$ cat src/rtl/uart_pkg.sv
// Shared types for the UART transmitter: FSM states, frame/parity encodings
// and the baud table with its divisor calculation.
package uart_pkg;

    typedef enum logic [2:0] {
        ST_IDLE,
        ST_START,
        ST_DATA,
        ST_PARITY,
        ST_STOP,
        ST_CLR
    } tx_state_t;

    localparam logic [1:0] FRAME_5 = 2'b00;
    localparam logic [1:0] FRAME_6 = 2'b01;
    localparam logic [1:0] FRAME_7 = 2'b10;
    localparam logic [1:0] FRAME_8 = 2'b11;

    localparam logic [1:0] PARITY_ODD  = 2'b01;
    localparam logic [1:0] PARITY_EVEN = 2'b10;

    localparam int DIV_W = 24;
    typedef logic [DIV_W-1:0] div_t;
    typedef div_t [15:0] div_table_t;

    localparam int unsigned BAUD_TABLE [16] = '{
        300, 600, 1200, 1800, 2400, 4800, 7200, 9600,
        14400, 19200, 38400, 57600, 115200, 230400, 460800, 921600
    };

    // Rounded clocks-per-bit, never below one clock.
    function automatic div_t baudDivisor(input longint unsigned clkHz, input int unsigned idx);
        longint unsigned baud;
        longint unsigned d;
        baud = longint'(BAUD_TABLE[idx]);
        d    = (clkHz + baud / 2) / baud;
        if (d < 1) d = 1;
        return div_t'(d);
    endfunction

    function automatic div_table_t buildDivTable(input longint unsigned clkHz);
        div_table_t t;
        for (int i = 0; i < 16; i++) t[i] = baudDivisor(clkHz, i);
        return t;
    endfunction

    function automatic logic [2:0] frameLastBit(input logic [1:0] frame);
        case (frame)
            FRAME_5: return 3'd4;
            FRAME_6: return 3'd5;
            FRAME_7: return 3'd6;
            FRAME_8: return 3'd7;
            default: return 3'd7;
        endcase
    endfunction

endpackage

$ cat src/rtl/uart_baud_gen.sv
// Bit-period down-counter: ticks on the last clock of each bit period and
// reloads from i_div; i_restart aligns a fresh period to the frame start.
module uart_baud_gen
    import uart_pkg::*;
(
    input  logic i_clk,
    input  logic i_arst_n,
    input  logic i_restart,
    input  div_t i_div,
    output logic o_tick
);

    div_t r_count;

    always_ff @(posedge i_clk or negedge i_arst_n) begin
        if (!i_arst_n) begin
            r_count <= '0;
        end else if (i_restart || r_count == '0) begin
            r_count <= i_div - div_t'(1);
        end else begin
            r_count <= r_count - div_t'(1);
        end
    end

    assign o_tick = (r_count == '0);

endmodule

$ cat src/rtl/uart_tx_sequencer.sv
// UART transmit sequencer: snapshots the frame configuration on accept and
// serialises start, data, optional parity and stop bits, then handshakes the clear.
module uart_tx_sequencer
    import uart_pkg::*;
#(
    parameter int unsigned CLK_FREQ_HZ = 50_000_000
) (
    input  logic       clk,
    input  logic       arst_n,
    input  logic       active,
    input  logic [1:0] frame_type,
    input  logic [1:0] parity_type,
    input  logic       stop_type,
    input  logic [3:0] baud_rate,
    input  logic       tnsm,
    input  logic [7:0] tnsm_data,
    output logic       tnsm_clr,
    output logic       tx,
    output logic       busy
);

    localparam div_table_t DIV_TABLE = buildDivTable(longint'(CLK_FREQ_HZ));

    tx_state_t  r_state;
    logic [7:0] r_data;
    logic [1:0] r_frame;
    logic [1:0] r_parity;
    logic       r_stop;
    div_t       r_div;
    logic [2:0] r_bitIdx;
    logic       r_stopCnt;
    logic       r_tx;
    logic       r_clr;
    logic       r_busy;

    logic       w_accept;
    logic       w_tick;
    div_t       w_div;
    logic [2:0] w_lastBit;
    logic [2:0] w_nextIdx;
    logic [7:0] w_dataMask;
    logic       w_parityBit;
    logic       w_parityOn;

    assign w_accept    = (r_state == ST_IDLE) && active && tnsm;
    assign w_div       = w_accept ? DIV_TABLE[baud_rate] : r_div;
    assign w_lastBit   = frameLastBit(r_frame);
    assign w_nextIdx   = r_bitIdx + 3'd1;
    assign w_dataMask  = 8'hFF >> (3'd7 - w_lastBit);
    assign w_parityBit = (^(r_data & w_dataMask)) ^ (r_parity == PARITY_ODD);
    assign w_parityOn  = (r_parity == PARITY_ODD) || (r_parity == PARITY_EVEN);

    uart_baud_gen u_baudGen (
        .i_clk     (clk),
        .i_arst_n  (arst_n),
        .i_restart (w_accept),
        .i_div     (w_div),
        .o_tick    (w_tick)
    );

    // Outputs are set on the transition into each state so tx is already valid
    // for the whole bit period that state represents.
    always_ff @(posedge clk or negedge arst_n) begin
        if (!arst_n) begin
            r_state   <= ST_IDLE;
            r_data    <= '0;
            r_frame   <= '0;
            r_parity  <= '0;
            r_stop    <= 1'b0;
            r_div     <= '0;
            r_bitIdx  <= '0;
            r_stopCnt <= 1'b0;
            r_tx      <= 1'b1;
            r_clr     <= 1'b0;
            r_busy    <= 1'b0;
        end else begin
            case (r_state)
                ST_IDLE: begin
                    if (w_accept) begin
                        r_data   <= tnsm_data;
                        r_frame  <= frame_type;
                        r_parity <= parity_type;
                        r_stop   <= stop_type;
                        r_div    <= DIV_TABLE[baud_rate];
                        r_state  <= ST_START;
                        r_tx     <= 1'b0;
                        r_busy   <= 1'b1;
                    end
                end
                ST_START: begin
                    if (w_tick) begin
                        r_state  <= ST_DATA;
                        r_bitIdx <= '0;
                        r_tx     <= r_data[0];
                    end
                end
                ST_DATA: begin
                    if (w_tick) begin
                        if (r_bitIdx == w_lastBit) begin
                            if (w_parityOn) begin
                                r_state <= ST_PARITY;
                                r_tx    <= w_parityBit;
                            end else begin
                                r_state   <= ST_STOP;
                                r_stopCnt <= 1'b0;
                                r_tx      <= 1'b1;
                            end
                        end else begin
                            r_bitIdx <= w_nextIdx;
                            r_tx     <= r_data[w_nextIdx];
                        end
                    end
                end
                ST_PARITY: begin
                    if (w_tick) begin
                        r_state   <= ST_STOP;
                        r_stopCnt <= 1'b0;
                        r_tx      <= 1'b1;
                    end
                end
                ST_STOP: begin
                    if (w_tick) begin
                        if (r_stop && !r_stopCnt) begin
                            r_stopCnt <= 1'b1;
                        end else begin
                            r_state <= ST_CLR;
                            r_clr   <= 1'b1;
                        end
                    end
                end
                ST_CLR: begin
                    // Hold the strobe until the request flag is actually seen low.
                    if (!tnsm) begin
                        r_state <= ST_IDLE;
                        r_clr   <= 1'b0;
                        r_busy  <= 1'b0;
                    end
                end
                default: begin
                    r_state <= ST_IDLE;
                    r_tx    <= 1'b1;
                    r_clr   <= 1'b0;
                    r_busy  <= 1'b0;
                end
            endcase
        end
    end

    assign tx       = r_tx;
    assign tnsm_clr = r_clr;
    assign busy     = r_busy;

endmodule

$ cat config.mk
export PLATFORM = sky130hd
export DESIGN_NAME = uart_tx_sequencer
export DESIGN_NICKNAME = d
export VERILOG_FILES = /design/src/rtl/uart_pkg.sv /design/src/rtl/uart_baud_gen.sv /design/src/rtl/uart_tx_sequencer.sv
export SDC_FILE = /design/constraint.sdc
export NUM_CORES = 1
export LEC_CHECK = 0
export CORE_MARGIN = 3
export CORE_UTILIZATION = 60
export CTS_CLUSTER_DIAMETER = 60
export DETAILED_ROUTE_END_ITERATION = 7
export HOLD_SLACK_MARGIN = 0.06
export PLACE_DENSITY = 0.85
export SYNTH_ARGS = -nofsm -noshare
export SYNTH_HDL_FRONTEND = slang
export SYNTH_HIERARCHICAL = 1
export SYNTH_SLANG_ARGS = --single-unit
$ cat constraint.sdc
create_clock -name clk -period 10.3 [get_ports clk]
set_input_delay 2.06 -clock clk [delete_from_list [all_inputs] [get_ports clk]]
set_output_delay 2.06 -clock clk [all_outputs]
set_load 0.1 [all_outputs]
# Yosys cells after proc, flatten, opt, wreduce, memory -nomap -nowiden
# Memories as Yosys holds them, arrays and structs flattened.
# Index checks and enable logic that the tools add are counted.
word_totals:
  reg_bits: 71
  rom_bits: 384
  n_memories: 1
memory_table:
  columns: ["name", "words", "width", "read_ports", "rd_clocked_by_memory_dff", "wr", "line_no", "rtl"]
  rows:
  - ["(no name shown)", 16, 24, 1, 0, 0, "uart_tx_sequencer.sv:84", "r_div <= DIV_TABLE[baud_rate];"]
op_classes:
  add_sub_neg: 4
  magnitude_cmp: 2
  eq_ne: 22
  shift: 1
  n_mux: 40
  bitwise: 5
  reduce_logical: 22
ops:
  columns: ["op", "n"]
  rows:
  - ["24-bit two-way mux", 3]
  - ["24-bit by 1-bit subtractor with 24-bit output (second input constant)", 2]
  - ["3-bit two-way mux", 12]
  - ["24-bit logical NOT", 1]
  - ["3-bit case mux with 6 select lines", 1]
  - ["1-bit two-way mux", 17]
  - ["2-bit inequality test (second input constant)", 6]
  - ["3-bit case mux with 4 select lines", 1]
  - ["2-bit by 1-bit inequality test with 1-bit output (second input constant)", 5]
  - ["1-bit case mux with 3 select lines", 3]
  - ["8-bit AND", 1]
  - ["4-bit AND reduction", 2]
  - ["8-bit AND reduction", 1]
  - ["4-bit OR reduction", 2]
  - ["8-bit XOR reduction", 1]
  - ["8-bit by 3-bit >> shifter with 8-bit output (first input constant)", 1]
  - ["7-bit AND reduction", 1]
  - ["2-bit equality test (second input constant)", 3]
  - ["3-bit by 2-bit equality test with 1-bit output (second input constant)", 2]
  - ["3-bit equality test (second input constant)", 2]
  - ["3-bit case mux with 2 select lines", 1]
  - ["4-bit by 5-bit < comparator with 1-bit output (second input constant)", 1]
  - ["1-bit case mux with 5 select lines", 1]
  - ["5-bit AND reduction", 1]
  - ["other kinds (19)", 25]

# Longest topological paths before layout
logic_depth:
  word_depth: 11
  mapped_depth: 14
  mapped_depth_nobuf: 13

# Modules after synthesis
# Netlist, hierarchy kept.
modules_own_cells:
  columns: ["module", "n_inst", "cells_per_inst", "area_per_inst_um2"]
  rows:
  - ["uart_tx_sequencer", 1, 311, 2670.1]
  - ["uart_baud_gen", 1, 187, 1760.4]

# Worst setup path after synthesis
# No wires, ideal clock.
synth_path:
  path_kind: "input -> register"
  startpoint: "input port tnsm"
  endpoint: "register u_baudGen.r_count[12]"
  setup_ps: 79
  arrival_ps: 4634
  required_time_ps: 10221
  slack_ps: 5587
  path_stages: 14
  n_path_buf: 2
  path_cell_list: "nand2_1 -> nor2_1 -> nand2_1 -> inv_1 -> clkbuf_1 -> inv_1 -> o31ai_2 -> buf_4 -> mux2i_1 -> ha_1 -> nand3b_1 -> or4_1 -> xor2_1 -> mux2i_1"
synth_via:
  elab_chain_cells: 4
synth_rtl:
  columns: ["element", "line_no", "rtl"]
  rows:
  - ["from (decl)", "uart_tx_sequencer.sv:15", "input logic tnsm,"]
  - ["1-bit logical AND (*)", "uart_tx_sequencer.sv:45", "assign w_accept = (r_state == ST_IDLE) && active && tnsm;"]
  - ["via w_accept", "uart_tx_sequencer.sv:36", "logic w_accept;"]
  - ["24-bit two-way mux", null, null]
  - ["24-bit by 1-bit subtractor with 24-bit output", "uart_baud_gen.sv:19", "r_count <= i_div - div_t'(1);"]
  - ["24-bit two-way mux (*)", "uart_baud_gen.sv:18", "end else if (i_restart || r_count == '0) begin"]
  - ["to (signal assigned)", "uart_baud_gen.sv:19", null]
  - ["to (signal assigned)", "uart_baud_gen.sv:21", "r_count <= r_count - div_t'(1);"]
  - ["to (decl)", "uart_baud_gen.sv:13", "div_t r_count;"]
# The timed path passes the listed nets; every way through them passes the cells marked *.
# A chain may end at the register's enable or synchronous reset.

# Final worst setup path
layout_path:
  startpoint: "input port tnsm"
  endpoint: "register u_baudGen.r_count[10]"
layout_via:
  elab_chain_cells: 4
layout_rtl:
  columns: ["element", "line_no"]
  rows:
  - ["1-bit logical AND (*)", "uart_tx_sequencer.sv:45"]
  - ["24-bit two-way mux", null]
  - ["24-bit by 1-bit subtractor with 24-bit output", "uart_baud_gen.sv:19"]
  - ["24-bit two-way mux (*)", "uart_baud_gen.sv:18"]
# Every way passes the cells marked *; elsewhere a longest branch is shown, timed or not.

==> flow_summary.rst <==
.. list-table::
   :header-rows: 1

   * - Metric
     - Value
   * - Outcome
     - finished, final reports clean
   * - Shortest period the worst path allows
     - 5.62 ns
   * - Switch share
     - a little over two fifths
   * - Sequential power share
     - 38.6%
   * - Antenna violations before repair
     - 0
   * - Ant diodes
     - 0
   * - Register clock-pin slew on the reported worst setup and hold paths
     - 0.07 ns
   * - R2R depth
     - 14
   * - Cts bufs inserted
     - 9
   * - Post-synthesis average cell area
     - roughly 9 sq um
   * - DR pass1 iterations
     - 5
   * - RSZ-0062 raised after global routing
     - no
   * - CP required
     - 10.55 ns
   * - DR DRC count
     - 0
   * - Clock Power Share
     - ~16%
   * - Power density of the placed cells
     - 255 nW/um^2
   * - Fraction of final layout cells with drive strength greater than 1
     - 6.56%
   * - Arrival time of data at the critical path endpoint
     - 5.87 ns
   * - Pin count of the biggest net entering global routing
     - 72
   * - Antenna-violating nets left
     - 0
   * - CTS tree
     - yes
   * - Maximum VDD drop
     - 158 uV
   * - Wire length reported by the detailed router
     - 9710 um
   * - Total chip power
     - approximately 1.2 mW
   * - Effective utilization at floorplan
     - 63.5%
   * - Final setup violation count
     - 0
   * - Aggregate negative setup slack
     - 0 ns
   * - Total routing resource utilization after global routing
     - around 25%
   * - Routed vias/inst
     - a little over 6
   * - Worst clock skew
     - 0.0131 ns
   * - Clock network latency to the later pin of the worst-skew pair
     - 0.35 ns
   * - Total via count after detailed routing
     - 3720
   * - Die height
     - 91.9 um
   * - Library cell with the largest summed area after synthesis
     - dfrtp_1
   * - Resized Gates After CTS
     - 0
   * - Global placement routability congestion
     - 0.939
   * - Final Hold Vio Count
     - 0
   * - Maximum number of buffers from clock root to sink
     - 2
   * - Count of warnings emitted by yosys
     - 6
   * - Transition time at the pin with the least slew margin
     - 1.15 ns
   * - PnR worst setup slack
     - 4.68 ns
   * - EDFF count, synth
     - 0
   * - Number of filler instances in the final layout
     - 549
   * - Final nets
     - 543
   * - Placement-stage worst setup slack
     - 4.37 ns
   * - Post-cts hold buffer count
     - 0
   * - Switching power total
     - about 540 uW
   * - Core area
     - approximately 7000 sq um
   * - P_leak
     - about 2.1 nW
   * - Half-perimeter wire length after detailed placement
     - 6900 um
   * - Horizontal die dimension
     - about 92 um
   * - Number of buffers inserted by post-CTS setup repair
     - 0
   * - P&R area growth vs syn
     - 9.94%
   * - Area of the die
     - approximately 8500 sq um
   * - Clock Sinks
     - 71
   * - Share of synthesized area occupied by flip-flops and latches
     - roughly 40%
   * - Number of cells after detailed placement
     - 598
   * - Max Clock Freq
     - between 0.15 and 0.2 GHz
   * - Post-synthesis instance area
     - 4430 sq um
   * - Depth of the CTS H-tree
     - 3
   * - Startpoint type of the worst setup path
     - input port
   * - Final clock period utilization by the worst path
     - 54.5%
   * - Predominant post-synthesis flop cell
     - dfrtp_1
   * - Kind of capture point of the worst setup path
     - flop
   * - Max-Slew Margin vs Limit
     - about 22%
   * - Synthesized instance count
     - 498
   * - Synth cell types
     - 56
   * - Commonest cells in the synthesized netlist
     - nand2_1 (88), dfrtp_1 (70), xnor2_1 (34)
   * - Setup CP Type
     - in -> reg
   * - Cell area after layout
     - 4870 sq um
   * - Worst Hold Class
     - reg -> reg
   * - Global route total overflow
     - 0
   * - Count of pins on the block boundary
     - 24
   * - Power Internal
     - between 700 and 800 uW
   * - Initial DRC count
     - ~270
   * - Final max-slew violation count
     - 0
   * - Clock tree root buffer cell
     - clkbuf_8
   * - Placed inst area
     - approximately 4700 sq um
   * - Site row count
     - 30
   * - Post-route core utilization
     - 69.8%
   * - Async set or reset register ratio after synthesis
     - 100%
   * - Count leader, synth
     - nand2_1
   * - Hold Slack
     - 0.473 ns
   * - Synth top area share
     - 39.5%
   * - Wire length of the first global-routing pass
     - 16900 um
   * - FF+latch count, synth
     - 71
   * - Proportion of power drawn by combinational gates
     - 45.3%
   * - WHS Path Cells
     - 2
   * - Vias in the first global route
     - 3568
   * - Net count after synthesis
     - 528
   * - Number of violations of the max-capacitance limit
     - 0
   * - Detail-routed net length per standard cell
     - 15.8 um
   * - I/O Buffers
     - 23
   * - Maximum fanout count along the critical path
     - 50
   * - Cell types with the largest area share after synthesis
     - dfrtp_1 (40%), nand2_1 (7.5%), xnor2_1 (6.7%)
   * - Post-layout instance count excluding filler cells
     - ~610
placed cells by master, fill, tap and decap left out, types with 6 or more instances in the layout:
cell              n
a21oi_1          18
a31oi_1           9
clkbuf_8         11
clkdlybuf4s50_1  22
dfrtp_1          70
ha_1              9
inv_1            11
mux2i_1          20
nand2_1          88
nand3_1           6
nand4_1           6
nor2_1           33
nor2b_1          20
nor3_1           15
nor4_1           12
o21ai_0          31
o31ai_1           7
or3_1            10
xnor2_1          34
xor2_1           13
path summary, 6_finish.rpt:
check / from / end / slack [ns]
setup reg to reg: r_state[0]$_DFFE_PN0P_ / u_baudGen/r_count[10]$_DFF_PN0_ / 6.36
min in group asynchronous: arst_n / r_bitIdx[1]$_DFFE_PN0P_ / 1.90
hold / removal: r_div[10]$_DFFE_PN0P_ / r_div[10]$_DFFE_PN0P_ / 0.47
hold reg to reg: r_div[10]$_DFFE_PN0P_ / r_div[10]$_DFFE_PN0P_ / 0.47
max in group asynchronous: arst_n / u_baudGen/r_count[1]$_DFF_PN0_ / 7.80
setup / recovery: tnsm / u_baudGen/r_count[10]$_DFF_PN0_ / 4.68
area by class of cell:
type / count / area (sq um) / area share, %
Clock buffer: 12 / 155 / 3.19
Clock inverter: 4 / 20.0 / 0.411
Inverter: 11 / 41.3 / 0.848
Timing Repair Buffer: 27 / 255 / 5.24
Tap cell: 96 / 120 / 2.47
Multi-Input combinational cell: 393 / 2500 / 51.3
Sequential cell: 71 / 1780 / 36.5
metal layers:
metal,GRT usage [%],vias up,routed length [um],share of wire [%]
li1,-,1794,-,-
met3,3.94,31,441,4.5
met5,0,-,0,0
met4,11.5,0,337,3.5
met1,32.9,1774,4360,45
met2,40.0,121,4570,47
state kept, by name, summed over array words and instances (netlist names):
register and cells:
r_div 24, u_baudGen/r_count 24, r_data 8, r_bitIdx 3, r_state 3, r_frame 2
r_parity 2, busy 1, r_stop 1, r_stopCnt 1, tnsm_clr 1, tx 1
power groups by stage:
stage,clock [mW],combinational [mW],sequential [mW]
final,0.200,0.564,0.480
after global routing,0.216,0.625,0.498
after detailed placement,0,0.558,0.482
after global placement,0,0.541,0.476
after CTS,0.202,0.562,0.478
after floorplan,0,0.424,0.482
cells by family after synthesis:
group                    Yosys count  share of synthesized area, %
multiplexers                      23                          6.21
adder cells (fa/ha/maj)            9                          2.54
buffers and inverters             34                          3.42
XOR/XNOR                          47                          9.29
flip-flops                        71                          40.1
AND/OR/NAND/NOR                  220                          24.6
AO/OA/AOI/OAI                     94                          13.8
critical path: stages:
cell	delay, ns
clkdlybuf4s50_1	0.52
nand2_1	0.11
nor2_1	0.13
nand2_1	0.08
buf_4	0.28
inv_1	0.09
buf_4	0.38
inv_1	0.16
o31ai_2	0.10
buf_4	0.29
mux2i_1	0.26
ha_1	0.29
nand3b_1	0.25
or4_1	0.50
xor2_1	0.17
mux2i_1	0.19
No activity file was read; power rests on OpenSTA's default activity.
